<file path="src/rtl/sram_arbiter.sv">
// rtl/sram_arbiter.sv - shares one SRAM port between CPU and loader via req/ack; owns OE/WE timing.
// Define SRAM_ARB_RR_EN for round-robin arbitration; fixed CPU priority otherwise.
module sram_arbiter #(
  parameter int ADDR_W  = 20,
  parameter int DATA_W  = 16,
  parameter int RD_WAIT = 2,
  parameter int WR_WAIT = 2
) (
  input  logic              Clk,
  input  logic              Reset,
  input  logic              cpu_req,
  input  logic              cpu_we,
  input  logic [ADDR_W-1:0] cpu_addr,
  input  logic [DATA_W-1:0] cpu_wdata,
  output logic [DATA_W-1:0] cpu_rdata,
  output logic              cpu_ack,
  input  logic              ldr_req,
  input  logic              ldr_we,
  input  logic [ADDR_W-1:0] ldr_addr,
  input  logic [DATA_W-1:0] ldr_wdata,
  output logic [DATA_W-1:0] ldr_rdata,
  output logic              ldr_ack,
  output logic [ADDR_W-1:0] sram_addr,
  output logic [DATA_W-1:0] sram_wdata,
  input  logic [DATA_W-1:0] sram_rdata,
  output logic              Mem_OE,
  output logic              Mem_WE,
  output logic              busy,
  output logic              grant_ldr
);

  localparam int MAX_WAIT = (RD_WAIT > WR_WAIT) ? RD_WAIT : WR_WAIT;
  localparam int CNT_W    = $clog2(MAX_WAIT + 1);

  typedef enum logic [1:0] {
    S_IDLE,
    S_SETUP,
    S_ACCESS,
    S_DONE
  } state_t;

  state_t            r_state;
  state_t            w_next;
  logic [CNT_W-1:0]  r_cnt;
  logic              r_we;
  logic              r_last_ldr;
  logic              r_started;
  logic [ADDR_W-1:0] r_addr;
  logic [DATA_W-1:0] r_wdata;
  logic [DATA_W-1:0] r_cpu_rdata;
  logic [DATA_W-1:0] r_ldr_rdata;

  logic              w_pick_ldr;
  logic              w_sel_we;
  logic              w_grant;
  logic              w_last_beat;
  logic              w_oe;
  logic              w_we;
  logic              w_cpu_ack;
  logic              w_ldr_ack;

`ifdef SRAM_ARB_RR_EN
  // On a tie the port that did not win last time goes first.
  assign w_pick_ldr = ldr_req & (~cpu_req | ~r_last_ldr);
`else
  assign w_pick_ldr = ldr_req & ~cpu_req;
`endif

  assign w_sel_we    = w_pick_ldr ? ldr_we : cpu_we;
  assign w_grant     = (r_state == S_IDLE) & (cpu_req | ldr_req);
  assign w_last_beat = (r_state == S_ACCESS) & (r_cnt == CNT_W'(1));

  always_ff @(posedge Clk) begin
    if (Reset) begin
      r_state <= S_IDLE;
    end else begin
      r_state <= w_next;
    end
  end

  always_comb begin
    w_next    = r_state;
    w_oe      = 1'b0;
    w_we      = 1'b0;
    w_cpu_ack = 1'b0;
    w_ldr_ack = 1'b0;
    case (r_state)
      S_IDLE: begin
        if (cpu_req | ldr_req) begin
          w_next = w_sel_we ? S_SETUP : S_ACCESS;
        end
      end
      S_SETUP: begin
        w_next = S_ACCESS;
      end
      S_ACCESS: begin
        w_oe = ~r_we;
        w_we = r_we;
        if (r_cnt == CNT_W'(1)) begin
          w_next = S_DONE;
        end
      end
      S_DONE: begin
        w_cpu_ack = ~r_last_ldr;
        w_ldr_ack = r_last_ldr;
        w_next    = S_IDLE;
      end
      default: begin
        w_next = S_IDLE;
      end
    endcase
  end

  // Fields are latched once at grant; requester changes afterwards are ignored.
  always_ff @(posedge Clk) begin
    if (Reset) begin
      r_cnt       <= '0;
      r_we        <= 1'b0;
      r_last_ldr  <= 1'b1;
      r_started   <= 1'b0;
      r_addr      <= '0;
      r_wdata     <= '0;
      r_cpu_rdata <= '0;
      r_ldr_rdata <= '0;
    end else begin
      if (w_grant) begin
        r_last_ldr <= w_pick_ldr;
        r_started  <= 1'b1;
        r_we       <= w_sel_we;
        r_addr     <= w_pick_ldr ? ldr_addr : cpu_addr;
        r_wdata    <= w_pick_ldr ? ldr_wdata : cpu_wdata;
        r_cnt      <= w_sel_we ? CNT_W'(WR_WAIT) : CNT_W'(RD_WAIT);
      end else if (r_state == S_ACCESS) begin
        r_cnt <= r_cnt - CNT_W'(1);
      end
      if (w_last_beat & ~r_we) begin
        if (r_last_ldr) begin
          r_ldr_rdata <= sram_rdata;
        end else begin
          r_cpu_rdata <= sram_rdata;
        end
      end
    end
  end

  assign sram_addr  = r_addr;
  assign sram_wdata = r_wdata;
  assign cpu_rdata  = r_cpu_rdata;
  assign ldr_rdata  = r_ldr_rdata;
  assign Mem_OE     = w_oe;
  assign Mem_WE     = w_we;
  assign cpu_ack    = w_cpu_ack;
  assign ldr_ack    = w_ldr_ack;
  assign busy       = (r_state != S_IDLE);
  // Reset leaves the pointer at the loader but reports the CPU until the first grant.
  assign grant_ldr  = r_last_ldr & r_started;

endmodule

</file>
<file path="config.mk">
export PLATFORM = sky130hd
export DESIGN_NAME = sram_arbiter
export DESIGN_NICKNAME = d
export VERILOG_FILES = /design/src/rtl/sram_arbiter.sv
export SDC_FILE = /design/constraint.sdc
export NUM_CORES = 1
export LEC_CHECK = 0
export ABC_AREA = 1
export CAP_MARGIN = 20
export CORE_MARGIN = 1
export CORE_UTILIZATION = 35
export DETAILED_ROUTE_END_ITERATION = 8
export MAX_ROUTING_LAYER = met4
export PLACE_DENSITY_LB_ADDON = 0.08
export SYNTH_ARGS = -nofsm -noshare
export SYNTH_HDL_FRONTEND = slang
export SYNTH_SLANG_ARGS = --single-unit
</file>
<file path="constraint.sdc">
create_clock -name Clk -period 1.55 [get_ports Clk]
set_input_delay 0.465 -clock Clk [delete_from_list [all_inputs] [get_ports Clk]]
set_output_delay 0.465 -clock Clk [all_outputs]
set_load 0.02 [all_outputs]
</file>
==> reports/results.tsv, run 1 <==
metric	value	unit
outcome	finished with violations	
failing checks	negative setup slack	
register share of total power	34.0	%
fill cell count	870	
DRC violation total after the first TritonRoute iteration	104	
initial antenna violation count	0	
area of the multi-input gates	1770	sq um
TritonCTS clock tree	yes	
reg2reg setup slack	130	ps
Worst setup SP type	flop	
Synth Instances	484	
max-slew violation count	0	
Worst Skew	4.79	ps
Final setup viols	5	
CTS root buf	clkbuf_8	
ANT nets after route	0	
vias in the first global route	3487	
CTS sink count	75	
Initial Util	36.4	%
Internal	4680	uW
mux cell area share after synthesis	0	%
share of cells above drive strength 1	15.1	%
Critical Path AT	1220	ps
DRC violation count after routing	0	
largest net degree at the start of global routing	41	
post-route setup slack	-140	ps
die height	100	um
Setup crit end kind	output port	
Die Width	100	um
Yosys top cell area share	44.5	%
synthesis-stage register bit count	75	
hold buffer count at CTS	0	
R2R cell count	8	
post-DP HPWL	6860	um
Buffers on Ports	167	
combinational group share of total power	39.4	%
ant diodes	0	
P_sw	2460	uW
Hold Crit Start	r_started$_SDFFE_PP0P_	
power density over cell area	1240	nW/um^2
total congestion overflow	0	
post-synthesis adder-cell area fraction	2.22	%
final std cells w/o fill	796	
CTS buffer count	9	
clock-pin slew on the worst setup and hold paths	80	ps
register area	1510	sq um
worst reg2reg path endpoint	ldr_rdata[13]$_SDFFE_PP0P_	
overall routing resource usage	20.7	%
Final Cell Area	5760	sq um
unrepaired setup endpoints after global routing	yes	
final net count	762	
pre-CTS WS	-548	ps
final wirelength	10200	um
first-pass GRT wire length	16000	um
GP Congestion	0.868	
simple-gate portion of the synthesized area	37.1	%
crit-path max FO	4	
largest area contributor in the synthesized netlist	dfxtp_1	
Switching Fraction	34.5	%
vias per cell	4.61	
Worst R2R Start	r_state[1]$_SDFFE_PP0P_	
wire per inst	12.8	um
relative slew slack	79.4	%
crit path kind	flop to output port	
Pleak	0.00277	uW
DP Cell Count	771	
Final Hold Vio Count	0	
HP Class	flop to flop	
cell area after placement	5300	sq um
VDD IR max	0.000658	V
Synth area leaders	dfxtp_1 (44%), nand2_1 (25%), nand3_1 (8.2%), a21oi_1 (3.7%), a21oi_2 (2.6%)	
DR vias	3673	
crit path time final	1690	ps
Max clock buf depth	2	
worst-skew pair later-pin latency	340	ps
Tightest Pin Transition	308	ps
post-synth cell types	25	
fmax	592	MHz
row cnt	35	
Critical Path RT	1080	ps
die area	10000	sq um
Area Growth Syn to Fin	70.5	%
Seq/Total Area, Yosys	44.5	%
YS warnings	0	
xor/xnor share of the synthesized area	0.259	%
Hold EP	r_started$_SDFFE_PP0P_	
Synth Area in Compound Gates	9.45	%
MaxCap Viol Count	0	
Mapped Area	3380	sq um
IO Pins	168	
Clk pwr share	26.5	%
hold path cells	2	
Synthesized Nets	584	
syn avg cell area	6.97	sq um
core area	9280	sq um
first-pass iteration count of the detailed router	6	
period utilisation layout	109	%
main combinational cell family by area after synthesis	simple AND/OR/NAND/NOR gates	
htree depth	3	
==> layout make-up <==
type                       instances  share of cell area (%)
inverter                          20                    1.65
tap                              129                    2.80
clock inverter                     4                    1.65
clock buffer                      12                    2.87
timing repair buffer             195                    34.0
sequential                        75                    26.2
multi-input combinational        361                    30.8
==> sequential cells by signal, summed over array words and instances (netlist names) <==
| register | flops |
|---|---|
| r_started | 1 |
| cpu_rdata | 16 |
| ldr_rdata | 16 |
| r_we | 1 |
| r_last_ldr | 1 |
| r_state | 2 |
| sram_wdata | 16 |
| sram_addr | 20 |
| r_cnt | 2 |
==> layout by cell type, fill, tap and decap left out, drive strengths merged <==
| master | instances |
|---|---|
| nand2 | 234 |
| clkdlybuf4s50 | 91 |
| dfxtp | 75 |
| dlygate4sd2 | 56 |
| nand3 | 56 |
| a21oi | 35 |
| buf | 33 |
| o21ai | 19 |
| inv | 19 |
| clkbuf | 14 |
| clkdlybuf4s15 | 12 |
| nor2 | 9 |
| ha | 6 |
| bufinv | 3 |
| clkinv | 2 |
| xnor2 | 1 |
| o211ai | 1 |
| dlymetal6s2s | 1 |
==> power by group through the flow <==
stage / clock network [uW] / logic [uW] / registers (uW)
after floorplan: 0 / 1030 / 2680
after global placement: 0 / 2510 / 2410
after detailed placement: 0 / 2550 / 2420
after CTS: 1940 / 2620 / 2410
after global routing: 2020 / 3060 / 2470
final: 1900 / 2820 / 2430
==> worst max path at each step <==
| stage | start | to | slack, ps |
|---|---|---|---|
| after CTS | r_state[0]$_SDFFE_PP0P_ | Mem_OE | -190 |
| final | r_state[1]$_SDFFE_PP0P_ | Mem_OE | -140 |
| after global routing | r_state[1]$_SDFFE_PP0P_ | Mem_OE | -190 |
| after detailed placement | cpu_req | sram_wdata[10]$_SDFFE_PP0P_ | -550 |
| after floorplan | r_state[0]$_SDFFE_PP0P_ | ldr_rdata[10]$_SDFFE_PP0P_ | 120 |
| after global placement | cpu_req | r_we$_SDFFE_PP0P_ | -530 |
==> logic make-up (layout without fill, tap and decap cells) <==
group,count (synthesis),count (layout)
flops,75,75
compound gates,55,55
fa+ha+maj,6,6
simple gates,298,299
xor+xnor,1,1
buf+inv,49,231
==> Yosys cell counts <==
library cell / instances
buf_4: 1
inv_2: 2
nor2_1: 6
buf_1: 1
nor2_4: 1
clkbuf_1: 14
nand2_4: 1
ha_1: 6
dfxtp_1: 75
nand2_2: 11
o21ai_2: 1
buf_2: 12
inv_1: 17
nand2_1: 222
o211ai_1: 1
nor2_8: 1
a21oi_1: 25
buf_8: 1
clkinv_4: 1
nand3_1: 55
o21ai_0: 15
nand3_2: 1
o21ai_1: 3
xnor2_1: 1
a21oi_2: 10
==> metrics by stage <==
step | TNS (ps) | hold WS, ps | total power [uW] | util (%)
final | -396 | 458 | 7140 | 62.0
after global routing | -687 | 474 | 7560 | 62.0
after CTS | -491 | 456 | 6970 | 60.0
after detailed placement | -22650 | 445 | 4960 | 57.1
after global placement | -20910 | 437 | 4930 | 57.1
after floorplan | 0 | 430 | 3710 | -
==> what timing repair did <==
action / CTS / global route
pin swaps: 5 / 6
setup buffers: 3 / 5
endpoints found under the hold margin: 0 / 0
cloned: 1 / 1
endpoints found under the setup margin: 113 / 76
resized for setup: 126 / 33
==> worst max-delay path, cell delays in order, from the launching register on <==
cell and delay, ps:
dfxtp_4 420, ha_4 170, inv_4 40, nor2_4 120, buf_6 130
==> layer usage <==
metal	global-route usage (%)	share of wire, %	up-vias	wire [um]
met2	35.4	48	132	4940
met1	23.2	43	1641	4340
met5	-	0	-	0
met3	5.85	7.3	15	746
li1	-	-	1885	-
met4	6.80	1.6	0	167
Note: power is estimated with default switching activity, not from simulation.
==> inputs of run 2 (changes only) <==
--- a/config.mk
+++ b/config.mk
@@ -11,7 +11,7 @@
 export CORE_UTILIZATION = 35
 export DETAILED_ROUTE_END_ITERATION = 8
 export MAX_ROUTING_LAYER = met4
-export PLACE_DENSITY_LB_ADDON = 0.08
+export PLACE_DENSITY = 0.71
 export SYNTH_ARGS = -nofsm -noshare
 export SYNTH_HDL_FRONTEND = slang
 export SYNTH_SLANG_ARGS = --single-unit
==> run 2 against run 1 <==
Compared with the run above: the flow still finishes with violations (negative setup slack); first-iteration DRC count increased by 11%; sequential power about the same; combinational power decreased by 4%; utilization decreased by 1.5 points; setup slack improved by 3.1 ps; via count increased by 1.7%; final area decreased by 2.4%; die area unchanged; critical path depth increased by 1; critical endpoint unchanged; largest cell class unchanged.
==> reports/results.tsv, run 2 (synthesized netlist as in run 1, its figures left out) <==
metric	value	unit	change
die area	10000	sq um	unchanged
failing checks	negative setup slack		unchanged
relative slew slack	75.7	%	was 79.4%
DRC violation count after routing	0		unchanged
CTS buffer count	9		unchanged
crit path kind	flop to output port		unchanged
TritonCTS clock tree	yes		unchanged
total congestion overflow	0		unchanged
combinational group share of total power	40.7	%	was 39.4%
initial antenna violation count	0		unchanged
fin util	60.5	%	was 62.0%
post-route setup slack	-137	ps	was -140 ps
max-slew violation count	0		unchanged
Final setup viols	4		was 5
first-pass iteration count of the detailed router	4		was 6
core area	9280	sq um	unchanged
vias per cell	4.66		was 4.61
setup tns final	-419	ps	was -396 ps
worst-skew pair later-pin latency	350	ps	was 340 ps
Pleak	0.00269	uW	was 0.00277 uW
IO Pins	168		unchanged
pre-CTS WS	-549	ps	was -548 ps
Max clock buf depth	2		unchanged
HP Class	flop to flop		unchanged
register share of total power	36.4	%	was 34.0%
P_sw	2480	uW	was 2460 uW
Final Hold Vio Count	0		unchanged
MaxCap Viol Count	0		unchanged
period utilisation layout	109	%	about the same
htree depth	3		unchanged
Critical Path RT	1080	ps	about the same
crit-path max FO	4		unchanged
Area Growth Syn to Fin	66.4	%	was 70.5%
Switching Fraction	37.3	%	was 34.5%
ant diodes	0		unchanged
Hold Worst Slack	454	ps	was 458 ps
Tot Pwr	6660	uW	was 7140 uW
hold buffer count at CTS	0		unchanged
final wirelength	10300	um	was 10,200 um
CTS sink count	75		unchanged
outcome	finished with violations		unchanged
ANT nets after route	0		unchanged
DRC violation total after the first TritonRoute iteration	115		was 104
overall routing resource usage	21.5	%	was 20.7%
fmax	593	MHz	was 592 MHz
share of cells above drive strength 1	15.5	%	was 15.1%
clock-pin slew on the worst setup and hold paths	90	ps	was 80 ps
largest net degree at the start of global routing	41		unchanged
Worst setup SP type	flop		unchanged
Clk pwr share	22.9	%	was 26.5%
wire per inst	12.8	um	about the same
Worst Skew	12.5	ps	was 4.79 ps
Buffers on Ports	167		unchanged
crit path time final	1690	ps	about the same
CTS root buf	clkbuf_8		unchanged
power density over cell area	1190	nW/um^2	was 1240 nW/um^2
VDD IR max	0.000662	V	was 0.000658 V
max reg flops	20		unchanged
most common cell after layout, fill and taps aside	nand2_1		unchanged
Initial Util	36.4	%	unchanged
DR vias	3735		was 3,673
Internal	4180	uW	was 4680 uW
Tightest Pin Transition	365	ps	was 308 ps
unrepaired setup endpoints after global routing	yes		unchanged
most frequent cells in the layout	nand2_1 (220), clkdlybuf4s50_1 (91), dfxtp_1 (72)		was nand2_1 (219), clkdlybuf4s50_1 (91), dfxtp_1 (72)
row cnt	35		unchanged
final net count	768		was 762
GP Congestion	0.787		was 0.868
die height	100	um	unchanged
Critical Path AT	1220	ps	about the same
Die Width	100	um	unchanged
Setup crit end kind	output port		unchanged
post-DP HPWL	7540	um	was 6860 um
vias in the first global route	3597		was 3,487
first-pass GRT wire length	16600	um	was 16,000 um
-- run 2: cell types whose count changed in the layout (fill, tap and decap cells not counted), sizes merged --
cell	delta
dlygate4sd2	-3
buf	+7
clkbuf	-4
bufinv	-2
clkdlybuf4s15	+3
clkinvlp	+5
-- run 2: power by group through the flow --
stage,Sequential (uW),Combinational [uW],Clock [uW]
finish,2420,2710,1520
global route,2460,2960,1660
global placement,2410,2450,0
floorplan,2680,1030,0
CTS,2420,2520,1560
detailed placement,2430,2480,0
-- run 2: final cells by class --
class	count	area, sq um
multi-input cells	361	1740
flip-flops and latches	75	1510
clock buffers	9	124
fillers	889	3670
inverters	20	91.3
repair buffers	201	1910
well taps	129	161
clock inverters	7	77.6
-- run 2: timing repair --
item,CTS,global route
gates cloned,1,0
gates resized for setup,124,29
endpoints found under the setup margin,112,74
pin swaps,3,2
setup buffers,4,5
-- run 2: routing by layer --
layer	track usage, %	part of all wire, %
met1	25.5	43
met3	5.71	8.8
met2	34.9	46
met5	-	0
met4	8.47	1.7
-- run 2: worst max-delay path: stages (launching register included) --
cell	delay, ps
dfxtp_4	370
buf_6	120
ha_4	150
inv_2	60
nor2_2	40
buf_6	140
-- run 2: per-stage QoR --
| stage | cells | cell area, sq um |
|---|---|---|
| finish | 802 | 5620 |
| global route | 802 | 5620 |
| floorplan | 484 | 3380 |
| detailed placement | 776 | 5290 |
| CTS | 797 | 5510 |
| global placement | 776 | 5290 |
-- run 2: path summary, 6_finish.rpt --
path	slack (ps)	to	startpoint	cells after the start
worst max register to register	80	r_we$_SDFFE_PP0P_	r_state[1]$_SDFFE_PP0P_	8
worst min register to register	450	r_started$_SDFFE_PP0P_	r_started$_SDFFE_PP0P_	2
worst min-delay path	450	r_started$_SDFFE_PP0P_	r_started$_SDFFE_PP0P_	2
worst max-delay path	-140	Mem_OE	r_state[1]$_SDFFE_PP0P_	5
